--- src/rtl/demux_pkg.sv ---
// demux_pkg: shared types and helpers for the stream demultiplexer family.
//   state_e   - packet FSM states (IDLE, LOCK, DROP)
//   sel_legal - true when a lane select addresses an existing lane
//   SAT_INC   - saturating increment for counters up to 32 bits wide
package demux_pkg;

  typedef enum logic [1:0] {
    IDLE = 2'd0,
    LOCK = 2'd1,
    DROP = 2'd2
  } state_e;

  function automatic logic sel_legal(input logic [31:0] sel, input int unsigned n);
    return sel < n;
  endfunction

  function automatic logic [31:0] SAT_INC(input logic [31:0] v, input logic [31:0] max);
    return (v >= max) ? max : v + 32'd1;
  endfunction

endpackage

--- src/rtl/stream_reg_slice.sv ---
// stream_reg_slice: single-entry valid/ready holding register, full throughput.
//   clk_i, rst_i          clock, asynchronous active-high reset
//   s_valid_i/s_ready_o   upstream handshake, s_data_i payload
//   m_valid_o/m_ready_i   downstream handshake, m_data_o payload
// A drain and a load in the same cycle replace the entry with no bubble.
module stream_reg_slice #(
  parameter int unsigned W = 8
) (
  input  logic         clk_i,
  input  logic         rst_i,
  input  logic         s_valid_i,
  output logic         s_ready_o,
  input  logic [W-1:0] s_data_i,
  output logic         m_valid_o,
  input  logic         m_ready_i,
  output logic [W-1:0] m_data_o
);

  logic         valid_q, valid_d;
  logic [W-1:0] data_q, data_d;

  assign s_ready_o = !valid_q || m_ready_i;

  always_comb begin
    valid_d = valid_q;
    data_d  = data_q;
    if (s_valid_i && s_ready_o) begin
      valid_d = 1'b1;
      data_d  = s_data_i;
    end else if (m_ready_i) begin
      valid_d = 1'b0;
    end
  end

  always_ff @(posedge clk_i or posedge rst_i) begin
    if (rst_i) begin
      valid_q <= 1'b0;
      data_q  <= '0;
    end else begin
      valid_q <= valid_d;
      data_q  <= data_d;
    end
  end

  assign m_valid_o = valid_q;
  assign m_data_o  = data_q;

endmodule

--- src/rtl/demux_stream_1xn.sv ---
// demux_stream_1xn: 1-to-N packet demultiplexer with registered valid/ready.
//   clk, rst             clock, asynchronous active-high reset
//   in_valid/in_ready    producer handshake; in_data, in_last, in_sel beat fields
//   out_valid/out_ready  one-hot per-lane handshake; out_data, out_last broadcast
//   drop_cnt             saturating count of packets with an out-of-range select
//   busy                 high while mid-packet (LOCK or DROP)
// The route is chosen on the first beat and held until the last beat.
module demux_stream_1xn
  import demux_pkg::*;
#(
  parameter int unsigned DATA_W = 8,
  parameter int unsigned N_OUT  = 8,
  parameter int unsigned SEL_W  = $clog2(N_OUT),
  parameter int unsigned CNT_W  = 16
) (
  input  logic              clk,
  input  logic              rst,
  input  logic              in_valid,
  output logic              in_ready,
  input  logic [DATA_W-1:0] in_data,
  input  logic              in_last,
  input  logic [SEL_W-1:0]  in_sel,
  output logic [N_OUT-1:0]  out_valid,
  input  logic [N_OUT-1:0]  out_ready,
  output logic [DATA_W-1:0] out_data,
  output logic              out_last,
  output logic [CNT_W-1:0]  drop_cnt,
  output logic              busy
);

  localparam int unsigned      PW      = DATA_W + 1 + SEL_W;
  localparam logic [CNT_W-1:0] CNT_MAX = '1;

  state_e             state_q, state_d;
  logic [SEL_W-1:0]   lock_q, lock_d;
  logic [CNT_W-1:0]   drop_q, drop_d;

  logic               sel_ok, route, accept;
  logic               s_valid, s_ready;
  logic [SEL_W-1:0]   load_dest;
  logic [PW-1:0]      s_payload, m_payload;
  logic               hold_valid, hold_last, lane_ready;
  logic [SEL_W-1:0]   hold_dest;
  logic [DATA_W-1:0]  hold_data;

  assign sel_ok = sel_legal(32'(in_sel), N_OUT);

  // Beats are routed in LOCK, or on a legal first beat; everything else is
  // swallowed, so in_ready only waits on the holding register when routing.
  assign route     = (state_q == LOCK) || ((state_q == IDLE) && sel_ok);
  assign in_ready  = !rst && (route ? s_ready : 1'b1);
  assign accept    = in_valid && in_ready;
  assign s_valid   = in_valid && route && !rst;
  assign load_dest = (state_q == LOCK) ? lock_q : in_sel;
  assign s_payload = {in_last, load_dest, in_data};

  stream_reg_slice #(
    .W(PW)
  ) u_hold (
    .clk_i    (clk),
    .rst_i    (rst),
    .s_valid_i(s_valid),
    .s_ready_o(s_ready),
    .s_data_i (s_payload),
    .m_valid_o(hold_valid),
    .m_ready_i(lane_ready),
    .m_data_o (m_payload)
  );

  assign {hold_last, hold_dest, hold_data} = m_payload;

  always_comb begin
    out_valid = '0;
    for (int unsigned i = 0; i < N_OUT; i++) begin
      out_valid[i] = hold_valid && (hold_dest == SEL_W'(i));
    end
  end

  // Only the selected lane's ready can drain the register.
  assign lane_ready = |(out_valid & out_ready);

  always_comb begin
    state_d = state_q;
    lock_d  = lock_q;
    drop_d  = drop_q;
    unique case (state_q)
      IDLE: begin
        if (accept) begin
          if (sel_ok) begin
            lock_d = in_sel;
            if (!in_last) state_d = LOCK;
          end else begin
            drop_d = CNT_W'(SAT_INC(32'(drop_q), 32'(CNT_MAX)));
            if (!in_last) state_d = DROP;
          end
        end
      end
      LOCK, DROP: begin
        if (accept && in_last) state_d = IDLE;
      end
      default: state_d = IDLE;
    endcase
  end

  always_ff @(posedge clk or posedge rst) begin
    if (rst) begin
      state_q <= IDLE;
      lock_q  <= '0;
      drop_q  <= '0;
    end else begin
      state_q <= state_d;
      lock_q  <= lock_d;
      drop_q  <= drop_d;
    end
  end

  assign out_data = hold_data;
  assign out_last = hold_last;
  assign drop_cnt = drop_q;
  assign busy     = (state_q != IDLE);

endmodule
--- config.mk ---
export PLATFORM = sky130hd
export DESIGN_NAME = demux_stream_1xn
export DESIGN_NICKNAME = d
export VERILOG_FILES = /design/src/rtl/demux_pkg.sv /design/src/rtl/stream_reg_slice.sv /design/src/rtl/demux_stream_1xn.sv
export SDC_FILE = /design/constraint.sdc
export NUM_CORES = 1
export LEC_CHECK = 0
export ABC_AREA = 1
export CORE_UTILIZATION = 33
export CTS_CLUSTER_DIAMETER = 30
export CTS_CLUSTER_SIZE = 40
export DETAILED_ROUTE_END_ITERATION = 10
export HOLD_SLACK_MARGIN = 0.08
export PLACE_DENSITY = 0.75
export SLEW_MARGIN = 10
export SYNTH_ARGS = -nofsm -noshare
export SYNTH_HDL_FRONTEND = slang
export SYNTH_SLANG_ARGS = --single-unit
--- constraint.sdc ---
create_clock -name clk -period 2.2 [get_ports clk]
set_input_delay 0.44 -clock clk [delete_from_list [all_inputs] [get_ports clk]]
set_output_delay 0.44 -clock clk [all_outputs]
set_load 0.02 [all_outputs]
; ---- After elaboration in Yosys (flattened, before gate mapping)
; Index checks and enable logic that the tools add are counted.
[totals]
reg_bits = 18
output_inout_bits = 35
in_bits = 23
wordCells = 51
[classes]
bitwise_logic = 1
eq_ne = 12
muxes = 8
reduce_logical = 26
[op_table]
columns = op, count
row1 = logical AND 1 bit, 14
row2 = equality test 3 bit (second input constant), 4
row3 = AND 8 bit, 1
row4 = OR reduction 8 bit, 1
row5 = equality test 3 x 2 -> 1 bit (second input constant), 2
row6 = two-way mux 2 bit, 3
row7 = inequality test 2 bit (second input constant), 3
row8 = one-hot mux 2 bit (2 select lines), 1
row9 = nonzero test 2 bit, 2
row10 = equality test 3 x 1 -> 1 bit (second input constant), 1
row11 = logical NOT 3 bit, 1
row12 = two-way mux 1 bit, 3
row13 = two-way mux 3 bit, 1
row14 = AND reduction 3 bit, 1
row15 = equality test 2 x 1 -> 1 bit (second input constant), 1
row16 = equality test 2 bit (second input constant), 1
row17 = logical NOT 1 bit, 2
row18 = logical NOT 2 bit, 1
row19 = logical OR 1 bit, 2
row20 = AND reduction 2 bit, 1
row21 = OR reduction 2 bit, 1

; ---- Longest topological paths before layout
[depth]
ltp_word = 11
ltp_mapped = 11
depth_no_buf = 11

; ---- Modules after synthesis
; Synthesis repeated with hierarchy kept, for this count alone.
[hier_totals]
cells_unflattened = 140
hier_area_um2 = 1047.3
[by_module_without_submodules]
columns = mod, instances, cells_per_inst, seq_area_each_um2, area_each_um2
row1 = stream_reg_slice, 1, 57, 325.3, 541.8
row2 = demux_stream_1xn, 1, 83, 100.1, 505.5

; ---- Least setup slack after synthesis
; OpenSTA, ideal clock, no wires.
[synth_path]
kind = register -> output
start = register u_hold.data_q[9], in the netlist u_hold.m_data_o[9]
end = output in_ready
stages_incl_launch_ff = 8
required_ns = 1.760
arrival_ns = 1.347
path_buffers = 0
path_slack_ns = 0.413
cell_sequence = dfrtp_1 inv_1 nand2_1 nor2_2 nand2_1 nand2_1 inv_1 a31oi_1
[synth_between]
elab_chain_len = 7
[synth_rtl]
columns = item, line
row1 = start: declaration, stream_reg_slice.sv:20  ; logic [W-1:0] data_q, data_d;
row2 = start signal: assignment, stream_reg_slice.sv:41  ; data_q <= data_d;
row3 = equality test 3 bit, demux_stream_1xn.sv:75  ; out_valid[i] = hold_valid && (hold_dest == SEL_W'(i));
row4 = logical AND 1 bit, demux_stream_1xn.sv:75
row5 = named net out_valid[5], demux_stream_1xn.sv:23  ; output logic [N_OUT-1:0] out_valid,
row6 = AND 8 bit, demux_stream_1xn.sv:80  ; assign lane_ready = |(out_valid & out_ready);
row7 = OR reduction 8 bit, demux_stream_1xn.sv:80
row8 = logical OR 1 bit, stream_reg_slice.sv:22  ; assign s_ready_o = !valid_q || m_ready_i;
row9 = two-way mux 1 bit, demux_stream_1xn.sv:51  ; assign in_ready = !rst && (route ? s_ready : 1'b1);
row10 = logical AND 1 bit, demux_stream_1xn.sv:51
row11 = end: declaration, demux_stream_1xn.sv:19  ; output logic in_ready,
; The timed path passes the listed nets, and every way through them passes these cells.

; ---- Worst setup path after layout
[layout_path]
start = register u_hold.data_q[8], in the netlist u_hold.m_data_o[8]
end = output out_valid[4]
[layout_between]
elab_chain_len = 2
[layout_rtl]
columns = item, line
row1 = equality test 3 bit, demux_stream_1xn.sv:75
row2 = logical AND 1 bit, demux_stream_1xn.sv:75
row3 = end: declaration, demux_stream_1xn.sv:23
; No other way between the ends.

==> flow_summary.toml <==
[outcome]
status = "finished clean"

[clock_network]
numClockSinks = 17
cts_max_level = 1
cts_hold_buf = 0
clock-root-buffer = "clkbuf_4"
postCtsSetupRepairBufs = 0
cts_tree = "done"
clock_path_buffers = 2
clkTransAtPathRegs_ns = 0.10
clk-insertion-delay-late_ns = 0.29
cts_buffers = 3

[yosys]
syn_area_mm2 = 0.00107
synth.most_common_cell = "nand2_1"
synthTopCellsByCount = "nand2_1 (37), buf_4 (25), dfrtp_1 (17)"
yosysSeqAreaShare = 0.399
yosysUniqueCellTypes = 18
synth_cells = 141
synth_area_leader_cell = "dfrtp_1"
synth.top_cell.area_share = 0.399
synth_edf_count = 0
synthFlopType = "dfrtp_1"
async_flop_share = 1.00
avgSynthCellArea_um2 = 7.56
yosysWarnings = 0
yosys-top-cells-area = "dfrtp_1 (40%), buf_4 (18%), nand2_1 (13%)"
synth.ff_latch_count = 17

[drt]
viasPerCell = 4.18
vias = 937
drt_iter0_drc = 39
drcViolationCount = 0
drt_wl_total_mm = 2.14
drtPass1Iterations = 4
ant_nets = 0
avgRoutedWirePerCell_um = 9.57

[cells_and_area]
final_util = 0.480
area_growth_pct = 37.3
finalInstanceArea_mm2 = 0.00146
num-nets-final = 204
layout-drive-gt1-share = 0.0889
antenna_cells = 0
nFillCells = 316

[grt]
grt_pass1_wl_mm = 3.37
grt_pass1_vias = 793
grt-ovfl-total = 0
grt_antenna_before_repair = 0
track_usage = 0.124
grtUsageMet3 = 0.0198
busiest_layer = "met2"
grtUsageMet2 = 0.205
grt_max_degree = 18
grtUsageMet1 = 0.167

[place]
portBuffers = 41
gp_congestion = 0.764
post_dp_cell_area_mm2 = 0.00143
post-dp-hpwl_mm = 1.64

[sta]
rsz0062_at_grt = "yes"
period_share = 0.956
clock_skew_ns = 0.00829
worstMarginPinSlew_ns = 0.661
holdWs_ns = 0.481
final-setup-viol-count = 0
fin_crit_ns = 2.10
hold_violations = 0
relSlewSlack = 0.559
clock.fmax_ghz = 0.476
finalMaxSlewViolations = 0
tns_ns = 0

[pwr]
pwr-share-comb = 0.567
power_density_mw_per_mm2 = 1170
p_leak_nw = 0.821
switching_power_w = 0.000755
swShare = 0.442
clock_power_share = 0.098
intPower_w = 0.000952
total_power_w = 0.00171
seq_power_share = 0.335
ir_drop_uv = 447

[flow_run]
max_cap_viol_count = 0

[worst_setup_path]
critPathArrivalTime_ns = 1.66
reg2reg_slack_ns = 0.54
cp-start-kind = "flop"
critPathCaptureType = "primary output"
critPathBufInv = 2
crit_family = "buffers and inverters"
max_stage_delay_ns = 0.60
path_cells = "nor2_2 -> inv_1 -> nor2_1 -> clkdlybuf4s50_1"
crit_slowest_cell = "clkdlybuf4s50_1"
required_ns = 1.76
critPathMaxFanout = 6
path_class = "flop to primary output"

[floorplanning]
die_w_um = 58.8
die_area_mm2 = 0.00346
fp.dieH_um = 58.8
core_mm2 = 0.00305
io_pins = 58
rows = 20
start_util = 0.349

[hold_path]
worstHoldPathType = "flop to flop"
==> final timing paths <==
kind	startpoint	depth (start not counted)	endpoint
max in group asynchronous	rst	2	state_q[0]$_DFFE_PP0P_
min	u_hold.m_data_o[0]$_DFFE_PP0P_	2	u_hold.m_data_o[0]$_DFFE_PP0P_
max	u_hold.m_data_o[8]$_DFFE_PP0P_	4	out_valid[4]
min reg2reg	u_hold.m_data_o[0]$_DFFE_PP0P_	2	u_hold.m_data_o[0]$_DFFE_PP0P_
min in group asynchronous	rst	2	u_hold.m_data_o[7]$_DFFE_PP0P_
max reg2reg	u_hold.m_data_o[10]$_DFFE_PP0P_	11	state_q[0]$_DFFE_PP0P_
==> stage by stage <==
stage          std cells  worst slack [ns]
6_report             224            0.0971
5_1_grt              224          -0.00455
4_1_cts              224            0.0234
3_5_place_dp         220            -0.189
3_3_place_gp         220            -0.200
2_1_floorplan        156             0.413
==> state kept, by name, summed over array words and instances (netlist names) <==
register,cells
u_hold.m_valid_o,1
u_hold.m_data_o,12
state_q,1
lock_q,3
==> per-layer routing <==
metal / up-vias / wire length [um]
met4: 0 / 22
li1: 477 / -
met2: 40 / 1020
met3: 2 / 161
met5: - / 0
met1: 418 / 944
==> cell families (layout without fill, tap and decap cells) <==
kind of cell	count (synthesis)	in the layout	share of synthesized area
multiplexers	3	3	0.0282
flip-flops	17	17	0.399
other	1	16	0.00352
AO/OA/AOI/OAI	5	5	0.0247
buffers and inverters	41	65	0.239
AND/OR/NAND/NOR	74	74	0.305
==> power groups by stage <==
stage                     combinational [W]  sequential (W)  clock (W)
final                              0.000969        0.000571   0.000167
after global routing                0.00106        0.000593   0.000195
after CTS                          0.000979        0.000569   0.000180
after detailed placement           0.000981        0.000575          0
after global placement             0.000976        0.000570          0
after floorplan                    0.000684        0.000572          0
==> layout make-up <==
class | count | area, um2 | area share
Sequential cell | 17 | 425 | 0.291
Clock inverter | 1 | 5.00 | 0.00342
Clock buffer | 3 | 22.5 | 0.0154
Timing Repair Buffer | 47 | 459 | 0.314
Tap cell | 44 | 55.1 | 0.0376
Multi-Input combinational cell | 98 | 444 | 0.303
Inverter | 14 | 52.6 | 0.0359
==> worst min-delay path, cell delays in order, from the launching register on <==
cell	delay, ns
dfrtp_1	0.36
nand2_1	0.05
nand2_1	0.05
==> cells in the final DEF (no fill, tap or decap) <==
cell type and count:
a31oi_1 1, buf_4 6, clkbuf_2 1, clkbuf_4 3, clkdlybuf4s50_1 35, clkinv_2 1
conb_1 16, dfrtp_1 17, dlygate4sd2_1 1, dlymetal6s2s_1 4, inv_1 14, mux2i_1 3
nand2_1 37, nand2_2 1, nand2_4 1, nand3_1 16, nand3_2 1, nand4_1 3
nor2_1 12, nor2_2 2, nor3_1 1, o21ai_0 4
==> what timing repair did <==
item	in CTS	in global routing
hold endpoints to repair	0	0
resized for setup	2	8
setup endpoints to repair	2	6
No activity file was read; power rests on OpenSTA's default activity.
